--- src/rtl/seq_divider.sv ---
// Sequential restoring divider: one quotient bit per cycle, signed or unsigned operands.
// Optional macro SEQ_DIVIDER_SAT_EN saturates the signed-overflow quotient instead of wrapping.
module seq_divider #(
  parameter int unsigned N_WIDTH = 8,
  parameter int unsigned D_WIDTH = 4
) (
  input  logic               clk,
  input  logic               reset,
  input  logic               start,
  input  logic               sgn,
  input  logic [N_WIDTH-1:0] num,
  input  logic [D_WIDTH-1:0] den,
  output logic [N_WIDTH-1:0] quot,
  output logic [D_WIDTH-1:0] rem,
  output logic               running,
  output logic               done,
  output logic               div_by_zero,
  output logic               overflow
);

  localparam int unsigned CntW = (N_WIDTH > 1) ? $clog2(N_WIDTH) : 1;
  localparam logic [CntW-1:0]    LastStep = CntW'(N_WIDTH - 1);
  localparam logic [N_WIDTH-1:0] NMaxPos  = {1'b0, {(N_WIDTH-1){1'b1}}};
  localparam logic [N_WIDTH-1:0] NMinNeg  = {1'b1, {(N_WIDTH-1){1'b0}}};
  localparam logic [D_WIDTH-1:0] DMinus1  = '1;
`ifdef SEQ_DIVIDER_SAT_EN
  localparam logic [N_WIDTH-1:0] OvfQuot  = NMaxPos;
`else
  localparam logic [N_WIDTH-1:0] OvfQuot  = NMinNeg;
`endif

  typedef enum logic [1:0] {StIdle, StIter, StFix} state_e;

  state_e             state_q, state_d;
  logic [CntW-1:0]    cnt_q, cnt_d;
  logic [N_WIDTH-1:0] qsh_q, qsh_d;   // dividend magnitude shifts out, quotient bits shift in
  logic [D_WIDTH-1:0] prem_q, prem_d;
  logic [D_WIDTH-1:0] dmag_q, dmag_d;
  logic               sgn_q, sgn_d;
  logic               num_neg_q, num_neg_d;
  logic               den_neg_q, den_neg_d;
  logic               dz_q, dz_d;
  logic               ov_q, ov_d;
  logic [N_WIDTH-1:0] quot_q, quot_d;
  logic [D_WIDTH-1:0] rem_q, rem_d;
  logic               dbz_q, dbz_d;
  logic               ovf_q, ovf_d;
  logic               done_q, done_d;

  logic [D_WIDTH:0]   shifted;
  logic [D_WIDTH+1:0] diff;

  assign shifted = {prem_q, qsh_q[N_WIDTH-1]};
  assign diff    = {1'b0, shifted} - {2'b00, dmag_q};

  always_comb begin
    state_d   = state_q;
    cnt_d     = cnt_q;
    qsh_d     = qsh_q;
    prem_d    = prem_q;
    dmag_d    = dmag_q;
    sgn_d     = sgn_q;
    num_neg_d = num_neg_q;
    den_neg_d = den_neg_q;
    dz_d      = dz_q;
    ov_d      = ov_q;
    quot_d    = quot_q;
    rem_d     = rem_q;
    dbz_d     = dbz_q;
    ovf_d     = ovf_q;
    done_d    = 1'b0;

    unique case (state_q)
      StIdle: begin
        if (start) begin
          sgn_d     = sgn;
          num_neg_d = sgn & num[N_WIDTH-1];
          den_neg_d = sgn & den[D_WIDTH-1];
          qsh_d     = (sgn & num[N_WIDTH-1]) ? -num : num;
          dmag_d    = (sgn & den[D_WIDTH-1]) ? -den : den;
          dz_d      = (den == '0);
          ov_d      = sgn & (num == NMinNeg) & (den == DMinus1);
          prem_d    = '0;
          cnt_d     = '0;
          state_d   = StIter;
        end
      end
      StIter: begin
        // Restoring step: keep the subtraction only when it does not borrow
        if (!diff[D_WIDTH+1]) begin
          prem_d = diff[D_WIDTH-1:0];
          qsh_d  = {qsh_q[N_WIDTH-2:0], 1'b1};
        end else begin
          prem_d = shifted[D_WIDTH-1:0];
          qsh_d  = {qsh_q[N_WIDTH-2:0], 1'b0};
        end
        cnt_d = cnt_q + 1'b1;
        if (cnt_q == LastStep) begin
          state_d = StFix;
        end
      end
      StFix: begin
        quot_d = (num_neg_q ^ den_neg_q) ? -qsh_q : qsh_q;
        rem_d  = num_neg_q ? -prem_q : prem_q;
        if (dz_q) begin
          quot_d = !sgn_q ? '1 : (num_neg_q ? NMinNeg : NMaxPos);
          rem_d  = '0;
        end else if (ov_q) begin
          quot_d = OvfQuot;
          rem_d  = '0;
        end
        dbz_d   = dz_q;
        ovf_d   = ov_q;
        done_d  = 1'b1;
        state_d = StIdle;
      end
      default: state_d = StIdle;
    endcase
  end

  always_ff @(posedge clk) begin
    if (reset) begin
      state_q   <= StIdle;
      cnt_q     <= '0;
      qsh_q     <= '0;
      prem_q    <= '0;
      dmag_q    <= '0;
      sgn_q     <= 1'b0;
      num_neg_q <= 1'b0;
      den_neg_q <= 1'b0;
      dz_q      <= 1'b0;
      ov_q      <= 1'b0;
      quot_q    <= '0;
      rem_q     <= '0;
      dbz_q     <= 1'b0;
      ovf_q     <= 1'b0;
      done_q    <= 1'b0;
    end else begin
      state_q   <= state_d;
      cnt_q     <= cnt_d;
      qsh_q     <= qsh_d;
      prem_q    <= prem_d;
      dmag_q    <= dmag_d;
      sgn_q     <= sgn_d;
      num_neg_q <= num_neg_d;
      den_neg_q <= den_neg_d;
      dz_q      <= dz_d;
      ov_q      <= ov_d;
      quot_q    <= quot_d;
      rem_q     <= rem_d;
      dbz_q     <= dbz_d;
      ovf_q     <= ovf_d;
      done_q    <= done_d;
    end
  end

  assign running     = (state_q != StIdle);
  assign done        = done_q;
  assign quot        = quot_q;
  assign rem         = rem_q;
  assign div_by_zero = dbz_q;
  assign overflow    = ovf_q;

endmodule

--- config.mk ---
export PLATFORM = sky130hd
export DESIGN_NAME = seq_divider
export DESIGN_NICKNAME = d
export VERILOG_FILES = /design/src/rtl/seq_divider.sv
export SDC_FILE = /design/constraint.sdc
export NUM_CORES = 1
export LEC_CHECK = 0
export CAP_MARGIN = 15
export CORE_MARGIN = 2
export CORE_UTILIZATION = 40
export CTS_BUF_LIST = sky130_fd_sc_hd__clkbuf_4 sky130_fd_sc_hd__clkbuf_8
export DETAILED_ROUTE_END_ITERATION = 10
export GPL_TIMING_DRIVEN = 0
export PLACE_DENSITY_LB_ADDON = 0.1
export SLEW_MARGIN = 20
export SYNTH_ARGS = -nofsm -noshare
export SYNTH_HDL_FRONTEND = slang
export SYNTH_SLANG_ARGS = --single-unit
--- constraint.sdc ---
create_clock -name clk -period 4.9 [get_ports clk]
set_clock_uncertainty 0.1 [all_clocks]
set_input_delay 0.98 -clock clk [delete_from_list [all_inputs] [get_ports clk]]
set_output_delay 0.98 -clock clk [all_outputs]
set_load 0.01 [all_outputs]
==> results by group, run 1 <==
Timing
  – Setup TNS: 0 ns
  – RSZ-0062 raised after global routing: false
  – Worst Max-Slew Pin Slew: between 0.5 and 0.6 ns
  – Final slew viol count: 0
  – Final setup fails: 0
  – Max Fclk: approximately 0.4 GHz
  – Rel. slew slack: 63.5%
  – Tcrit/Tclk final: about half
  – Minimum clock period: about 2.5 ns
  – Final Hold Vio Count: 0

Global route
  – First-pass GRT wire length: about 8.7 mm
  – Initial antenna violation count: 0
  – Total gr overflow: 0
  – Vias in the first global route: about 1900
  – GRT Total Usage: between 10% and 20%
  – Pin count of the biggest net entering global routing: 13

Yosys
  – Yosys warns: 0
  – EDFF count, synth: 0
  – Share of the synthesized area in the top cell type: 37.0%
  – Post-Syn Area: between 2000 and 2500 sq um
  – Mapped Nets: 297
  – Main synth FF type: dfxtp_1
  – Yosys reg bits: 41
  – Syn avg cell area: between 8 and 9 sq um
  – Synth cell count leaders: dfxtp_1 (41), nand2_1 (28), nor2_1 (22)
  – Largest area contributor in the netlist: dfxtp_1
  – Cells after Synth: between 200 and 300
  – Ranking of synthesized cells by area: dfxtp_1 (37%), ha_1 (6.2%), nand2_1 (4.7%)
  – Synth cell types: 52
  – Most numerous cell in the Yosys netlist: dfxtp_1
  – Post-synthesis sequential area ratio: 37.0%
  – Async SR Flop Fraction: 0%

Worst setup path
  – Worst path arrival time: 2.60 ns
  – Crit path max fanout: 4
  – Max incr delay on CP: 0.56 ns
  – Startpoint Class: input pin
  – Cell at the slowest stage of the critical path: clkdlybuf4s50_1
  – CP endpoint kind: register
  – Worst path cell trace: clkdlybuf4s50_1, inv_1, ha_1, nand3b_1, xnor2_1, a222oi_1, nor2_1
  – CP Class: input pin to register
  – Critical Path RT: 4.96 ns

Job
  – Max Cap Viol: 0

Power and ir drop
  – VDD IR-drop max: between 0.1 and 0.15 mV
  – Static Leak: 0.985 nW
  – Power Density: 289 nW/um^2
  – Total power draw: between 0.7 and 0.8 mW

Drt
  – Detail Route Antenna Nets: 0
  – Vias per std cell: 5.38
  – Initial DRC count: 92
  – WL final: 4.95 mm
  – DR WL/cell: about 13 um
  – DRC viols: 0
  – TritonRoute pass-1 iters: 5
  – Via count: just over 2000

Final layout
  – Layout Nets: 333
  – Area growth from synthesis to layout: 22.6%
  – Fraction of layout cells with a size suffix above 1: 6.54%
  – Utilization after layout: 50.0%
  – Antenna diodes: 0
  – Fillers: 546

Floorplanning
  – Die Ht: between 70 and 80 um
  – Starting Density: 40.8%
  – Die Footprint: ~6200 sq um
  – Width of the die: 78.5 um
  – Num rows: 27
  – IO Count: 32
  – Core footprint: 5440 sq um

Clocking
  – CTS Root Cell: clkbuf_8
  – Cts bufs inserted: 5
  – Cts hold-fix bufs: 0
  – H-tree Lvls: 2
  – CTS max path bufs: 2
  – Clock sink total: 41
  – Clock Latency Late Sink: between 0.2 and 0.3 ns
  – Post-cts sizing count: 0
  – TritonCTS clock tree: yes
  – Post-CTS Setup Inserts: 0
  – Worst-path clk slew: 0.08 ns

Placement
  – PortBufs: 29
  – GP Congestion: 0.791
  – Post-DP HPWL: 3.84 mm

Hold path
  – Worst hold path type: register to register

Status
  – Status: finished clean
==> per-stage QoR <==
step	hold slack [ns]	setup slack, ns	cells	cell area (sq um)
floorplan	0.336	2.76	269	2220
global placement	0.343	2.09	370	2600
detailed placement	0.344	2.09	370	2600
CTS	0.356	2.39	378	2720
global route	0.371	2.22	378	2720
finish	0.353	2.36	378	2720
==> state kept, by name, indices dropped and copies added (netlist names) <==
name / flops
cnt_q: 3
den_neg_q: 1
div_by_zero: 1
dmag_q: 4
done: 1
dz_q: 1
num_neg_q: 1
ov_q: 1
overflow: 1
prem_q: 4
qsh_q: 8
quot: 8
rem: 4
sgn_q: 1
state_q: 2
==> area by class of cell <==
class	count	area, sq um	area share [%]
Buffer	15	61.3	2.25
Inverter	17	63.8	2.35
Multi-Input combinational cell	196	1270	46.8
Clock inverter	1	30.0	1.10
Timing Repair Buffer	29	290	10.7
Sequential cell	41	821	30.2
Clock buffer	7	90.1	3.31
Tap cell	72	90.1	3.31
==> critical path: cells and delay by family <==
kind,cells,cell delay [ns]
simple gates,2,0.26
fa+ha+maj,1,0.25
buf+inv,2,0.64
xor+xnor,1,0.14
compound gates,1,0.32
==> logic make-up (layout without fill, tap and decap cells) <==
| family | Yosys count | after routing | synth area share (%) |
|---|---|---|---|
| AO/OA/AOI/OAI | 74 | 74 | 22.6 |
| XOR/XNOR | 10 | 10 | 4.29 |
| adder cells (fa/ha/maj) | 12 | 12 | 7.11 |
| buffers and inverters | 32 | 69 | 5.64 |
| flip-flops | 41 | 41 | 37.0 |
| multiplexers | 4 | 4 | 1.92 |
| AND/OR/NAND/NOR | 96 | 96 | 21.4 |
==> power breakdown <==
group          internal, mW  switching (mW)
clock network         0.172           0.115
registers             0.346          0.0158
logic                0.0613          0.0760
total                 0.579           0.207
==> routing by layer <==
| metal | wire [um] | share of wire, % | GRT usage, % | vias up |
|---|---|---|---|---|
| met5 | 0 | 0 | 0 | - |
| met4 | 99 | 2.0 | 7.37 | 0 |
| met3 | 208 | 4.2 | 3.56 | 9 |
| met2 | 2170 | 44 | 28.5 | 52 |
| met1 | 2480 | 50 | 23.3 | 922 |
| li1 | - | - | - | 1052 |
==> cells in the final DEF (no fill, tap or decap), types with 3 or more instances in the layout <==
master           netlist  routed
o21ai_0               12      12
nor2_1                22      22
nor2b_1                3       3
and2_1                 3       3
o211ai_1               4       4
nand3_1               12      12
nor4_1                 5       5
a31oi_1                4       4
nand2_1               28      28
clkdlybuf4s50_1        0      29
a21oi_1               20      20
a22oi_1               10      10
inv_1                 17      17
buf_2                  4       4
clkbuf_1               9       9
clkbuf_8               0       6
ha_1                  11      11
o31ai_1                3       3
xnor2_1                9       9
dfxtp_1               41      41
a222oi_1               3       3
nor3_1                 7       7
==> path summary, 6_finish.rpt <==
path / startpoint / end / slack [ns] / depth (start not counted)
worst max-delay path: num[0] / qsh_q[2] / 2.36 / 7
worst max register to register: prem_q[0] / prem_q[0] / 2.93 / 5
worst min register to register: rem[3] / rem[3] / 0.35 / 2
worst min-delay path: rem[3] / rem[3] / 0.35 / 2
No activity file was read; power rests on OpenSTA's default activity.
==> inputs of run 2 (changes only) <==
==> constraint.sdc (replaced) <==
create_clock -name clk -period 2.2 [get_ports clk]
set_clock_uncertainty 0.1 [all_clocks]
set_input_delay 0.44 -clock clk [delete_from_list [all_inputs] [get_ports clk]]
set_output_delay 0.44 -clock clk [all_outputs]
set_load 0.01 [all_outputs]
==> results of run 2 <==
Same layout as run 1 (identical final DEF). Status: finished clean.
Main changes from that run: setup slack after placement 2.09 ns -> -0.0727 ns; setup slack after layout 2.36 ns -> 0.200 ns; register-to-register setup slack 2.93 ns -> 0.23 ns; total power 0.786 mW -> 1.75 mW; worst IR drop on VDD 0.144 mV -> 0.320 mV
==> inputs of run 3 (changes only) <==
--- a/config.mk
+++ b/config.mk
@@ -5,11 +5,13 @@
 export SDC_FILE = /design/constraint.sdc
 export NUM_CORES = 1
 export LEC_CHECK = 0
+export ABC_AREA = 1
 export CAP_MARGIN = 15
 export CORE_MARGIN = 2
 export CORE_UTILIZATION = 40
 export CTS_BUF_LIST = sky130_fd_sc_hd__clkbuf_4 sky130_fd_sc_hd__clkbuf_8
 export DETAILED_ROUTE_END_ITERATION = 10
+export GPL_ROUTABILITY_DRIVEN = 0
 export GPL_TIMING_DRIVEN = 0
 export PLACE_DENSITY_LB_ADDON = 0.1
 export SLEW_MARGIN = 20
==> results by group, run 3 <==
Yosys
  – Cells after Synth: 316
  – EDFF count, synth: 0
  – Syn avg cell area: 7.07 sq um
  – Most numerous cell in the Yosys netlist: nand2_1
  – Synth cell count leaders: nand2_1 (69), dfxtp_1 (41), a21oi_1 (36)
  – Async SR Flop Fraction: 0%
  – Mapped Nets: between 300 and 400
  – Yosys reg bits: just over 40
  – Share of the synthesized area in the top cell type: 36.7%
  – Ranking of synthesized cells by area: dfxtp_1 (37%), nand2_1 (12%), a21oi_1 (8.1%)
  – Main synth FF type: dfxtp_1
  – Synth cell types: 31
  – Post-Syn Area: 2230 sq um
  – Yosys warns: 0
  – Largest area contributor in the netlist: dfxtp_1
  – Post-synthesis sequential area ratio: 36.7%

Timing
  – Final Hold Vio Count: 0
  – Max Fclk: 0.554 GHz
  – Worst Max-Slew Pin Slew: 0.595 ns
  – Final slew viol count: 0
  – Final setup fails: 0
  – Rel. slew slack: 60.3%
  – Final worst slack: roughly 0.39 ns
  – Setup TNS: 0 ns
  – Minimum clock period: 1.81 ns
  – RSZ-0062 raised after global routing: false
  – Tcrit/Tclk final: 82.1%

Final layout
  – Utilization after layout: 50.1%
  – Register area: 821 sq um
  – Final Cell Area: 2730 sq um
  – Area used by multi-input combinational logic: 1200 sq um
  – Fraction of layout cells with a size suffix above 1: 8.76%
  – Layout Nets: 382
  – Commonest non-fill, non-tap cells in the layout: nand2_1 (69), dfxtp_1 (41), a21oi_1 (36), inv_1 (35), nand3_1 (34)
  – Area growth from synthesis to layout: 21.9%
  – Commonest non-fill, non-tap cell in the layout: nand2_1
  – Fillers: 555
  – Antenna diodes: 0

Drt
  – Via count: 2069
  – TritonRoute pass-1 iters: 4
  – Detail Route Antenna Nets: 0
  – DRC viols: 0
  – WL final: 5.15 mm
  – DR WL/cell: 12.1 um
  – Initial DRC count: roughly 110
  – Vias per std cell: 4.86

Placement
  – PortBufs: 31
  – DP Area: roughly 2600 sq um
  – Dpl ws: 0.157 ns
  – Post-DP HPWL: roughly 4.0 mm

Worst setup path
  – Critical Path RT: 1.66 ns
  – CP endpoint kind: output pin
  – Startpoint Class: register
  – CP Class: register to output pin
  – Worst path arrival time: 1.27 ns
  – Crit path max fanout: 3

Power and ir drop
  – Power Density: 634 nW/um^2
  – VDD IR-drop max: 0.254 mV
  – Total power draw: approximately 1.7 mW
  – Static Leak: 1.16 nW

Clocking
  – Clock Latency Late Sink: 0.29 ns
  – CTS max path bufs: 2
  – Clock sink total: 41
  – Post-cts sizing count: 0
  – Cts hold-fix bufs: 0
  – Cts bufs inserted: 5
  – Worst-path clk slew: 0.08 ns
  – TritonCTS clock tree: yes
  – Post-CTS Setup Inserts: 0
  – H-tree Lvls: 2
  – CTS Root Cell: clkbuf_8

Floorplanning
  – Die Footprint: 6200 sq um
  – Starting Density: 41.1%
  – IO Count: 32
  – Core footprint: 5440 sq um
  – Num rows: 27
  – Die Ht: 78.7 um
  – Width of the die: 78.7 um

Global route
  – Total gr overflow: 0
  – Met1 Usage GRT: 24.2%
  – Grt peak-use layer: met2
  – GRT Total Usage: 18.1%
  – First-pass GRT wire length: roughly 9 mm
  – Initial antenna violation count: 0
  – Vias in the first global route: 1867
  – Grt met3 use: under 10%
  – GR Layer Usage met2: 29.1%
  – Pin count of the biggest net entering global routing: 12

Job
  – Max Cap Viol: 0

Status
  – Status: finished clean

Hold path
  – Worst hold path type: register to register
## run 3: final cells by class
class / count / area share (%)
Buffer: 9 / 1.74
Clock buffer: 7 / 3.31
Inverter: 43 / 5.92
Multi-Input combinational cell: 223 / 44.2
Sequential cell: 41 / 30.1
Tap cell: 72 / 3.31
Timing Repair Buffer: 31 / 11.4
## run 3: worst paths after layout
path	endpoint	start	slack (ns)	depth (start not counted)
max reg2reg	prem_q[0]	dmag_q[2]	0.47	9
min	rem[1]	rem[1]	0.37	2
min reg2reg	rem[1]	rem[1]	0.37	2
max	running	state_q[1]	0.39	3
## run 3: logic make-up (layout without fill, tap and decap cells)
kind of cell             after synthesis  after routing  share of synthesized area (%)
AND/OR/NAND/NOR                      136            136                           28.0
AO/OA/AOI/OAI                         72             72                           17.7
buffers and inverters                 52             90                           9.35
flip-flops                            41             41                           36.7
adder cells (fa/ha/maj)               12             12                           7.05
XOR/XNOR                               3              3                           1.18
## run 3: through the flow
| step | instances | hold slack (ns) |
|---|---|---|
| 5_1_grt | 426 | 0.380 |
| 3_3_place_gp | 419 | 0.353 |
| 2_1_floorplan | 316 | 0.329 |
| 3_5_place_dp | 419 | 0.356 |
| 4_1_cts | 426 | 0.368 |
| 6_report | 426 | 0.365 |
## run 3: critical path: stages, from the launching register on
cell,delay (ns)
dfxtp_1,0.35
inv_2,0.05
nand2_1,0.06
clkdlybuf4s50_1,0.52
## run 3: power breakdown
group / internal (mW) / switching (mW)
clock network: 0.261 / 0.239
registers: 0.779 / 0.0356
logic: 0.159 / 0.252
## run 3: routing by layer
layer | part of all wire (%) | vias up
met5 | 0 | -
met4 | 1.1 | 0
met3 | 4.0 | 4
met2 | 44 | 44
met1 | 50 | 900
li1 | - | 1121
